--- src/rtl/fetch_pkg.sv ---
// Shared types and constants for the instruction fetch stage: FSM states,
// default opcode geometry and a width-agnostic opcode extractor.
package fetch_pkg;

    typedef enum logic [1:0] {
        ST_IDLE  = 2'd0,
        ST_FETCH = 2'd1,
        ST_DRAIN = 2'd2,
        ST_HALT  = 2'd3
    } fetch_state_t;

    localparam int         OPC_W_DEF    = 4;
    localparam logic [3:0] HALT_OPC_DEF = 4'hF;

    // Top opc_w bits of a data_w-wide word, returned zero-extended to 32 bits.
    function automatic logic [31:0] opcode_field(input logic [31:0] word,
                                                 input int data_w,
                                                 input int opc_w);
        logic [31:0] mask;
        mask = (32'd1 << opc_w) - 32'd1;
        return (word >> (data_w - opc_w)) & mask;
    endfunction

endpackage

--- src/rtl/instruction_fetch.sv ---
// Instruction fetch stage: owns the PC, strobes the instruction RAM and holds
// one fetched word for the decoder behind a valid/ready handshake.
module instruction_fetch
    import fetch_pkg::*;
#(
    parameter int               ADDR_W   = 16,
    parameter int               DATA_W   = 16,
    parameter int               PC_INC   = 1,
    parameter int               OPC_W    = OPC_W_DEF,
    parameter logic [OPC_W-1:0] HALT_OPC = HALT_OPC_DEF
) (
    input  logic              clk,
    input  logic              rst_n,
    input  logic              start,
    input  logic [ADDR_W-1:0] start_pc,
    input  logic              pc_load,
    input  logic [ADDR_W-1:0] pc_target,
    output logic [ADDR_W-1:0] ram_addr,
    output logic              ram_rd,
    input  logic [DATA_W-1:0] ram_data,
    output logic [DATA_W-1:0] ir,
    output logic [ADDR_W-1:0] ir_pc,
    output logic              ir_valid,
    input  logic              ir_ready,
    output logic              busy,
    output logic              halted
);

    fetch_state_t      state_reg, state_next;
    logic [ADDR_W-1:0] pc_reg, pc_next;
    logic [DATA_W-1:0] ir_reg, ir_next;
    logic [ADDR_W-1:0] ir_pc_reg, ir_pc_next;
    logic              ir_valid_reg, ir_valid_next;

    logic [31:0]       ram_opc;
    logic              is_halt_word;
    logic              fetch_rd;

    assign ram_opc      = opcode_field(32'(ram_data), DATA_W, OPC_W);
    assign is_halt_word = (ram_opc == 32'(HALT_OPC));

    // A read is only issued when the instruction register has room this edge.
    assign fetch_rd = (state_reg == ST_FETCH) && (!ir_valid_reg || ir_ready);

    always_ff @(posedge clk or negedge rst_n) begin
        if (!rst_n) begin
            state_reg    <= ST_IDLE;
            pc_reg       <= '0;
            ir_reg       <= '0;
            ir_pc_reg    <= '0;
            ir_valid_reg <= 1'b0;
        end else begin
            state_reg    <= state_next;
            pc_reg       <= pc_next;
            ir_reg       <= ir_next;
            ir_pc_reg    <= ir_pc_next;
            ir_valid_reg <= ir_valid_next;
        end
    end

    always_comb begin
        state_next    = state_reg;
        pc_next       = pc_reg;
        ir_next       = ir_reg;
        ir_pc_next    = ir_pc_reg;
        ir_valid_next = ir_valid_reg;

        case (state_reg)
            ST_IDLE, ST_HALT: begin
                if (start) begin
                    pc_next       = start_pc;
                    ir_valid_next = 1'b0;
                    state_next    = ST_FETCH;
                end
            end
            ST_FETCH: begin
                // Redirect flushes the register, even a word accepted this edge.
                if (pc_load) begin
                    pc_next       = pc_target;
                    ir_valid_next = 1'b0;
                end else if (fetch_rd) begin
                    ir_next       = ram_data;
                    ir_pc_next    = pc_reg;
                    ir_valid_next = 1'b1;
                    if (is_halt_word) begin
                        state_next = ST_DRAIN;
                    end else begin
                        pc_next = pc_reg + ADDR_W'(PC_INC);
                    end
                end else if (ir_valid_reg && ir_ready) begin
                    ir_valid_next = 1'b0;
                end
            end
            ST_DRAIN: begin
                if (ir_valid_reg && ir_ready) begin
                    ir_valid_next = 1'b0;
                    state_next    = ST_HALT;
                end
            end
            default: state_next = ST_IDLE;
        endcase
    end

    assign ram_addr = pc_reg;
    assign ram_rd   = fetch_rd;
    assign ir       = ir_reg;
    assign ir_pc    = ir_pc_reg;
    assign ir_valid = ir_valid_reg;
    assign busy     = (state_reg == ST_FETCH) || (state_reg == ST_DRAIN);
    assign halted   = (state_reg == ST_HALT);

endmodule

--- config.mk ---
export PLATFORM = sky130hd
export DESIGN_NAME = instruction_fetch
export DESIGN_NICKNAME = d
export VERILOG_FILES = /design/src/rtl/fetch_pkg.sv /design/src/rtl/instruction_fetch.sv
export SDC_FILE = /design/constraint.sdc
export NUM_CORES = 1
export LEC_CHECK = 0
export CAP_MARGIN = 20
export CORE_AREA = 2 2 85 87
export CTS_CLUSTER_SIZE = 30
export DETAILED_ROUTE_END_ITERATION = 8
export DIE_AREA = 0 0 87 89
export HOLD_SLACK_MARGIN = 0.15
export PLACE_DENSITY = 0.75
export SYNTH_ARGS = -nofsm -noshare
export SYNTH_HDL_FRONTEND = slang
export SYNTH_SLANG_ARGS = --single-unit
--- constraint.sdc ---
create_clock -name clk -period 1.8 [get_ports clk]
set_input_delay 0.27 -clock clk [delete_from_list [all_inputs] [get_ports clk]]
set_output_delay 0.27 -clock clk [all_outputs]
set_load 0.02 [all_outputs]
; Word level (Yosys, flattened, before mapping)
; Cells that the tools add are included.
[classes]
n_mux = 16
eq_ne = 11
reduce_logical = 11
add_sub_neg = 1
n_bitwise = 1
[ops]
columns = op, n
row1 = 16-bit two-way mux, 4
row2 = 16-bit case mux with 2 select lines, 1
row3 = "16-bit by 1-bit adder with 16-bit output, second input constant", 1
row4 = 2-bit two-way mux, 5
row5 = "2-bit inequality test, second input constant", 5
row6 = "3-bit inequality test, second input constant", 2
row7 = 2-bit case mux with 3 select lines, 1
row8 = 5-bit AND reduction, 1
row9 = "2-bit equality test, second input constant", 2
row10 = "4-bit equality test, second input constant", 1
row11 = 1-bit two-way mux, 4
row12 = 4-bit AND reduction, 1
row13 = 1-bit case mux with 3 select lines, 1
row14 = 3-bit AND reduction, 1
row15 = "2-bit by 1-bit equality test with 1-bit output, second input constant", 1
row16 = 1-bit logical AND, 2
row17 = 2-bit logical NOT, 1
row18 = 1-bit logical OR, 2
row19 = 2-bit nonzero test, 1
row20 = 2-bit OR reduction, 1
row21 = 1-bit logical NOT, 1
row22 = 1-bit inverter, 1
[totals]
inputBits = 53
out_inout_bits = 52
word_cells = 45
register_bits = 51

; Longest topological paths before layout
; Gate-level depths: netlist of the first run.
[depth]
word_depth = 6
depth_mapped = 8

; Worst setup path after synthesis of the first run
; Ideal clock, no wire load.
[synth_timing]
kind = register to register
start = register pc_reg[0], in the netlist ram_addr[0]
end = register pc_reg[14], in the netlist ram_addr[14]
path_slack_ps = -18
setup_ps = 78
arrival_ps = 1740
stages_incl_launch_ff = 6
period_less_slack_ps = 1818
required_ps = 1722
cell_sequence = dfrtp_1 -> ha_1 -> inv_1 -> or4_4 -> o31ai_2 -> o2bb2ai_1
[synth_between]
elab_chain_cells = 5
[synth_lines]
columns = element, line
row1 = from (decl), instruction_fetch.sv:30  ; logic [ADDR_W-1:0] pc_reg, pc_next;
row2 = from (signal assigned), instruction_fetch.sv:54  ; pc_reg <= pc_next;
row3 = 16-bit by 1-bit adder with 16-bit output, instruction_fetch.sv:88  ; pc_next = pc_reg + ADDR_W'(PC_INC);
row4 = 16-bit two-way mux, instruction_fetch.sv:85  ; if (is_halt_word) begin
row5 = 16-bit two-way mux, instruction_fetch.sv:81  ; end else if (fetch_rd) begin
row6 = 16-bit two-way mux, instruction_fetch.sv:78  ; if (pc_load) begin
row7 = 16-bit case mux with 2 select lines, instruction_fetch.sv:68  ; case (state_reg)
; Every way passes these cells. The select of a mux whose other input is x is not followed.
; A chain may end at the register's enable or synchronous reset.

; Final worst setup path of the first run
[layout_timing]
start = register state_reg[1]
end = register pc_reg[13], in the netlist ram_addr[13]
[layout_between]
elab_chain_cells = 4
word_cells_on_any_way = 11
cone_classes = eq/ne: 5 / mux: 1 / reduce/logical: 5
[layout_lines]
columns = element, line
row1 = from (decl), instruction_fetch.sv:29  ; fetch_state_t state_reg, state_next;
row2 = from (signal assigned), instruction_fetch.sv:53  ; state_reg <= state_next;
row3 = "2-bit equality test, or another cell as far along", instruction_fetch.sv:68
row4 = 2-bit OR reduction or 1-bit logical AND (tied branches), "instruction_fetch.sv:68, instruction_fetch.sv:43"
row5 = "2-bit inequality test (no source line), or another cell as far along", n/a
row6 = 4-bit AND reduction (no source line), n/a
; Several ways; a longest one is shown, not always the timed one.

==> results of run 1 <==
-- what timing repair did --
action / in CTS / in global routing
pin swaps: 1 / 0
setup buffers: 1 / 2
cloned: 0 / 0
hold buffers: 1 / 0
endpoints found under the hold margin: 22 / 0
gates resized for setup: 9 / 15
setup endpoints to repair: 46 / 46
-- routing by layer --
metal,global-route usage [%],share of wire (%),vias up
li1,-,-,1153
met1,25.2,44,1162
met2,32.5,50,75
met3,3.05,4.8,7
met4,6.11,1.4,0
met5,0,0,-
-- critical path: stages (launching register included) --
cell      delay (ns)
dfrtp_1         0.41
buf_4           0.15
ha_4            0.29
mux2i_2         0.26
a211oi_2        0.07
buf_4           0.19
buf_4           0.14
a22o_1          0.19
-- power by group --
part | switching, uW | internal [uW]
combinational | 2260 | 2440
clock | 371 | 352
sequential | 453 | 1720
-- through the flow --
step           std cells  hold slack, ns  cell area, um^2  worst slack (ns)  utilization (%)
2_1_floorplan        235         -0.0256             2600           0.00616                -
3_3_place_gp         436           0.282             3960            -0.144             58.9
3_5_place_dp         436           0.290             3960            -0.144             58.9
4_1_cts              446           0.494             4090           -0.0327             60.9
5_1_grt              448           0.515             4130           -0.0998             61.5
6_report             448           0.488             4130           -0.0201             61.5
-- synth_stat cells, drive strengths merged --
master	n	share of area, %
nor2	6	0.87
o31ai	2	0.77
o2bb2ai	4	1.3
o21a	1	0.29
mux2	30	13
nand2b	3	0.72
or4	1	0.43
o41a	2	0.87
dfrtp	51	49
clkbuf	4	0.58
ha	4	1.9
inv	7	1.0
a21bo	1	0.38
a211o	1	0.34
and2	5	1.2
and4bb	1	0.48
a21oi	8	1.5
a22o	3	1.0
nand3	6	1.2
nor4	4	0.96
a31o	1	0.34
a22oi	5	1.4
mux2i	4	1.5
a31oi	1	0.24
a222oi	2	0.77
a211oi	1	0.48
and3	2	0.48
a221oi	3	1.0
nand2	15	2.2
nor3	3	0.58
o22ai	3	0.72
nor2b	1	0.24
buf	9	1.7
o211ai	3	0.87
xnor2	2	0.67
o31a	2	0.72
and4	3	1.1
o21ai	23	4.4
or3	1	0.24
nand4	5	1.8
o41ai	1	0.34
nor3b	1	0.29
-- worst paths after layout --
check | to | slack, ns
min reg2reg | ir_pc[14]$_DFFE_PN0P_ | 0.49
max in group asynchronous | ram_addr[3]$_DFFE_PN0P_ | 0.77
min in group clk | ir_pc[14]$_DFFE_PN0P_ | 0.49
max | ram_addr[13]$_DFFE_PN0P_ | -0.02
max reg2reg | ram_addr[13]$_DFFE_PN0P_ | -0.02
min | ir_pc[0]$_DFFE_PN0P_ | 0.49
-- cell families (layout without fill, tap and decap cells) --
| logic type | count (synthesis) | in the layout | share of synthesized area [%] |
|---|---|---|---|
| AO/OA/AOI/OAI | 67 | 67 | 17.9 |
| XOR/XNOR | 2 | 2 | 0.674 |
| adder cells (fa/ha/maj) | 4 | 4 | 1.92 |
| buffers and inverters | 20 | 153 | 3.27 |
| flip-flops | 51 | 51 | 49.1 |
| multiplexers | 34 | 34 | 14.5 |
| AND/OR/NAND/NOR | 57 | 57 | 12.7 |
-- final cells by class --
type	count	area, um^2	share of cell area, %
repair buffers	138	1340	32.5
multi-input cells	164	1280	31.1
flip-flops and latches	51	1280	30.9
clock buffers	8	100	2.42
well taps	80	100	2.42
inverters	7	26.3	0.636
==> run metrics, run 1 <==
first-pass GRT wire length=11.6 mm; Sink Count=51; grt ovf=0; H-tree depth=2; Max Fclk=0.549 GHz; Clock Skews=0.00998 ns; most frequent cells in the layout=98 x clkdlybuf4s50_1, 49 x dfrtp_1, 30 x mux2_2, 29 x buf_4, 15 x nand2_1; Cell variety after synth=48; yosys synthesis warning count=0; worst vdd ir=1.07 mV; register bit total from synthesis=51; First-pass DRT Iterations=4; Fin Setup TNS=-0.0301 ns; syn_nets=292; final setup vio count=2; Max Cap Viol=0; Worst EP arrival=2.01 ns; number of global-route vias before repair=2418; outcome=finished with violations; DR DRC count=0; RSZ-0062 raised after global routing=true; clk root buf=clkbuf_8; PortBufs=104; Clock transition at path regs=0.09 ns; Detailed Route WL=7.21 mm; wire per inst=16.1 um; number of I/O pins=105; HP Class=input port to async pin; via count=2397; Post-DP HPWL=5.43 mm; Post-Synthesis Cells=235; Least-Margin Pin Slew=0.552 ns; share of layout cells above drive strength 1=24.5%; Die Area=0.00774 mm^2; endpoints failing hold=0; crit end category=register; Starting Density=38.7%; Post-Syn Area per Cell=11.1 um^2; filler instances=557; P_leak=0.00171 uW; sequential fraction of the synthesis area=49.1%; commonest non-fill, non-tap cell in the layout=clkdlybuf4s50_1; insertion delay to the later sink of the worst-skew pair=0.30 ns; CP Class=register to register; violated checks=setup timing; Startpoint Class=register; initial drt markers=158; RePlAce Congestion=0.847; period utilization=101%; antenna viol nets, final=0; largest net degree at the start of global routing=30; Cell Area, Synth=0.00260 mm^2; Rows=30; worst-case clock buffer depth=2; setup ws final=-0.0201 ns; Final Power=7590 uW; nets=424; TritonCTS buffer count=5; via-per-instance ratio=5.35; final slew viol count=0; CP startpoint=state_reg[1]$_DFFE_PN0P_; All-Layer GR Usage=19.2%; Power Density=1840 mW/mm^2; die extent in y=89 um; TritonCTS clock tree=built; core outline area=0.00672 mm^2; Die W=87 um; Crit Path Max Fanout=9; R2R cell count=7; initial antenna violation count=0; Worst EP required=1.99 ns; relative slew slack=63.2%; r2r startpoint=state_reg[1]$_DFFE_PN0P_; minimum clock period=1.82 ns; P&R area growth vs syn=58.9%; diode count=0
No activity file was read; power rests on OpenSTA's default activity.
==> run 2, diff against run 1 <==
Settings changed: CORE_AREA 2 2 85 87 to 2 2 84 86, CTS_BUF_LIST from default to sky130_fd_sc_hd__clkbuf_4, CTS_CLUSTER_DIAMETER from default to 120, DIE_AREA 0 0 87 89 to 0 0 86 88, MAX_ROUTING_LAYER from default to met4, PLACE_DENSITY 0.75 to 0.77.
==> run 2 against run 1 <==
  * The flow still finishes with violations (setup timing)
  * Clock power fell by 23%
  * Clock skew increased by 0.0059 ns
  * Flip-flop and latch count unchanged
  * Non-clock buffer count up 13
  * First-iteration DRC count grew 8.9%
  * Sequential power about the same
  * Global-route usage is 2.3 points higher
  * Final area grew 4.0%
  * Hold slack got worse by 0.11 ns
==> run metrics, run 2 (synthesis gave the netlist of run 1 again) <==
Worst path slowest cell=dfrtp_1; endpoints failing hold=0 (unchanged); Worst EP arrival=2.19 ns (+0.18 ns); core outline area=0.00664 mm^2 (-1.1%); Starting Density=39.2% (+0.44 points); CP Class=register to register; TritonCTS clock tree=built; initial antenna violation count=0 (unchanged); violated checks=setup timing; Critical R2R Capture=ram_addr[15]$_DFFE_PN0P_; insertion delay to the later sink of the worst-skew pair=0.39 ns (+0.09 ns); antenna viol nets, final=0 (unchanged); outcome=finished with violations; HP Class=input port to async pin; Crit Path Max Fanout=4 (-5); Die W=86 um (-1.1%); RSZ-0062 raised after global routing=true; Startpoint Class=register; grt ovf=0 (unchanged); nets=437 (+3.1%); Max Fclk=0.533 GHz (-2.9%); worst vdd ir=0.872 mV (-18%); relative slew slack=65.1% (+1.9 points); Final Power=7870 uW (+3.7%); via-per-instance ratio=5.43 (+1.6%); die extent in y=88 um (-1.1%); most frequent cells in the layout=89 x clkdlybuf4s50_1, 44 x dfrtp_1, 36 x buf_4, 30 x mux2_2, 16 x o21ai_0; Comb pwr share=65.3% (+3.4 points); minimum clock period=1.87 ns (+0.0545 ns); initial drt markers=172 (+8.9%); PortBufs=104 (unchanged); Psw=3280 uW (+6.4%); number of global-route vias before repair=2509 (+3.8%); r2r startpoint=state_reg[1]$_DFFE_PN0P_; clk root buf=clkbuf_4; H-tree depth=2 (unchanged); final slew viol count=0 (unchanged); Clk network pwr share=7.1% (-2.4 points); crit end category=register; Sink Count=51 (unchanged); Least-Margin Pin Slew=0.519 ns (-0.0327 ns); P_leak=0.00184 uW (+7.6%); commonest non-fill, non-tap cell in the layout=clkdlybuf4s50_1; worst reg-to-reg setup slack=-0.07 ns (-0.05 ns); Rows=30 (unchanged); Post-DP HPWL=5.61 mm (+3.3%); final setup vio count=10 (+8); worst-case clock buffer depth=2 (unchanged); period utilization=104% (+3.0 points); wire per inst=16.9 um (+5.3%); All-Layer GR Usage=21.4% (+2.3 points); Die Area=0.00757 mm^2 (-2.3%); Detailed Route WL=7.81 mm (+8.3%); switch share=41.7% (+1.1 points); share of layout cells above drive strength 1=31.0% (+6.5 points); sequential share of power=27.6% (-1.0 points); Clock Skews=0.0159 ns (+0.00593 ns); Worst EP required=2.12 ns (+0.13 ns); first-pass GRT wire length=12.3 mm (+6.3%); Max Cap Viol=0 (unchanged); Power Density=1830 mW/mm^2 (-0.26%); Place WS=-0.158 ns (-0.0143 ns); slowest stage delay, CP=0.46 ns (+0.05 ns); TritonCTS buffer count=5 (unchanged); R2R cell count=6 (-1); DR DRC count=0 (unchanged); RePlAce Congestion=0.835 (-1.4%); First-pass DRT Iterations=4 (unchanged); number of I/O pins=105 (unchanged); largest net degree at the start of global routing=33 (+10%); Int Power=4590 uW (+1.9%); diode count=0 (unchanged); P&R area growth vs syn=65.2%; worst path cell trace=buf_6 -> ha_4 -> mux2i_4 -> a211o_4 -> or3_1 -> o211ai_1; via count=2505 (+4.5%); Clock transition at path regs=0.17 ns (+0.08 ns); setup ws final=-0.0746 ns (-0.0545 ns)
-- run 2: power groups by stage --
| stage | clock network [uW] | logic, uW | registers [uW] |
|---|---|---|---|
| after floorplan | 0 | 1700 | 2830 |
| after global placement | 0 | 4580 | 2160 |
| after detailed placement | 0 | 4650 | 2190 |
| after CTS | 561 | 4720 | 2160 |
| after global routing | 612 | 5480 | 2250 |
| final | 558 | 5140 | 2170 |
-- run 2: critical path: cells and delay by family, from the launching register on --
kind | cells | cell delay, ns
AOI/OAI and AO/OA | 2 | 0.47
DFF | 1 | 0.46
and+or+nand+nor | 1 | 0.31
adders and majority gates | 1 | 0.23
muxes | 1 | 0.19
buffers and inverters | 1 | 0.14
-- run 2: per-stage QoR --
step | cells | setup TNS (ns) | cell area [um^2] | util, % | hold slack (ns)
global route | 461 | -0.948 | 4300 | 64.7 | 0.394
global placement | 443 | -1.43 | 4020 | 60.5 | 0.249
finish | 461 | -0.266 | 4300 | 64.7 | 0.378
floorplan | 235 | 0 | 2600 | - | -0.0256
CTS | 455 | -0.0601 | 4130 | 62.2 | 0.366
detailed placement | 443 | -2.61 | 4020 | 60.5 | 0.259
-- run 2: final cells by class --
type | count | area (um^2)
Clock inverter | 3 | 20.0
Sequential cell | 51 | 1280
Timing Repair Buffer | 151 | 1480
Multi-Input combinational cell | 164 | 1340
Inverter | 7 | 30.0
Tap cell | 80 | 100
Fill cell | 525 | 2350
Clock buffer | 5 | 37.5
-- run 2: worst max-delay path by stage --
stage,endpoint,start,depth (start not counted),slack (ns)
2_1_floorplan,ram_addr[12]$_DFFE_PN0P_,state_reg[0]$_DFFE_PN0P_,6,0.006
3_3_place_gp,ram_addr[15]$_DFFE_PN0P_,pc_load,5,-0.09
3_5_place_dp,ram_addr[4]$_DFFE_PN0P_,pc_load,6,-0.16
4_1_cts,ram_addr[15]$_DFFE_PN0P_,state_reg[1]$_DFFE_PN0P_,6,-0.05
5_1_grt,ram_addr[15]$_DFFE_PN0P_,state_reg[1]$_DFFE_PN0P_,6,-0.12
6_report,ram_addr[15]$_DFFE_PN0P_,state_reg[1]$_DFFE_PN0P_,6,-0.07
-- run 2: metal layers --
metal  track usage [%]  routed length, um
met5                 -                  0
met4              9.24                245
met3              2.92                360
met2              34.7               3810
met1              27.0               3400
-- run 2: repair_timing --
action                                  CTS  global route
buffers inserted                          3             5
gates resized for setup                  23            32
hold endpoints to repair                 19             0
pin swaps                                 1             1
endpoints found under the setup margin   56            57
hold buffers                              1             0
cloned                                    0             1
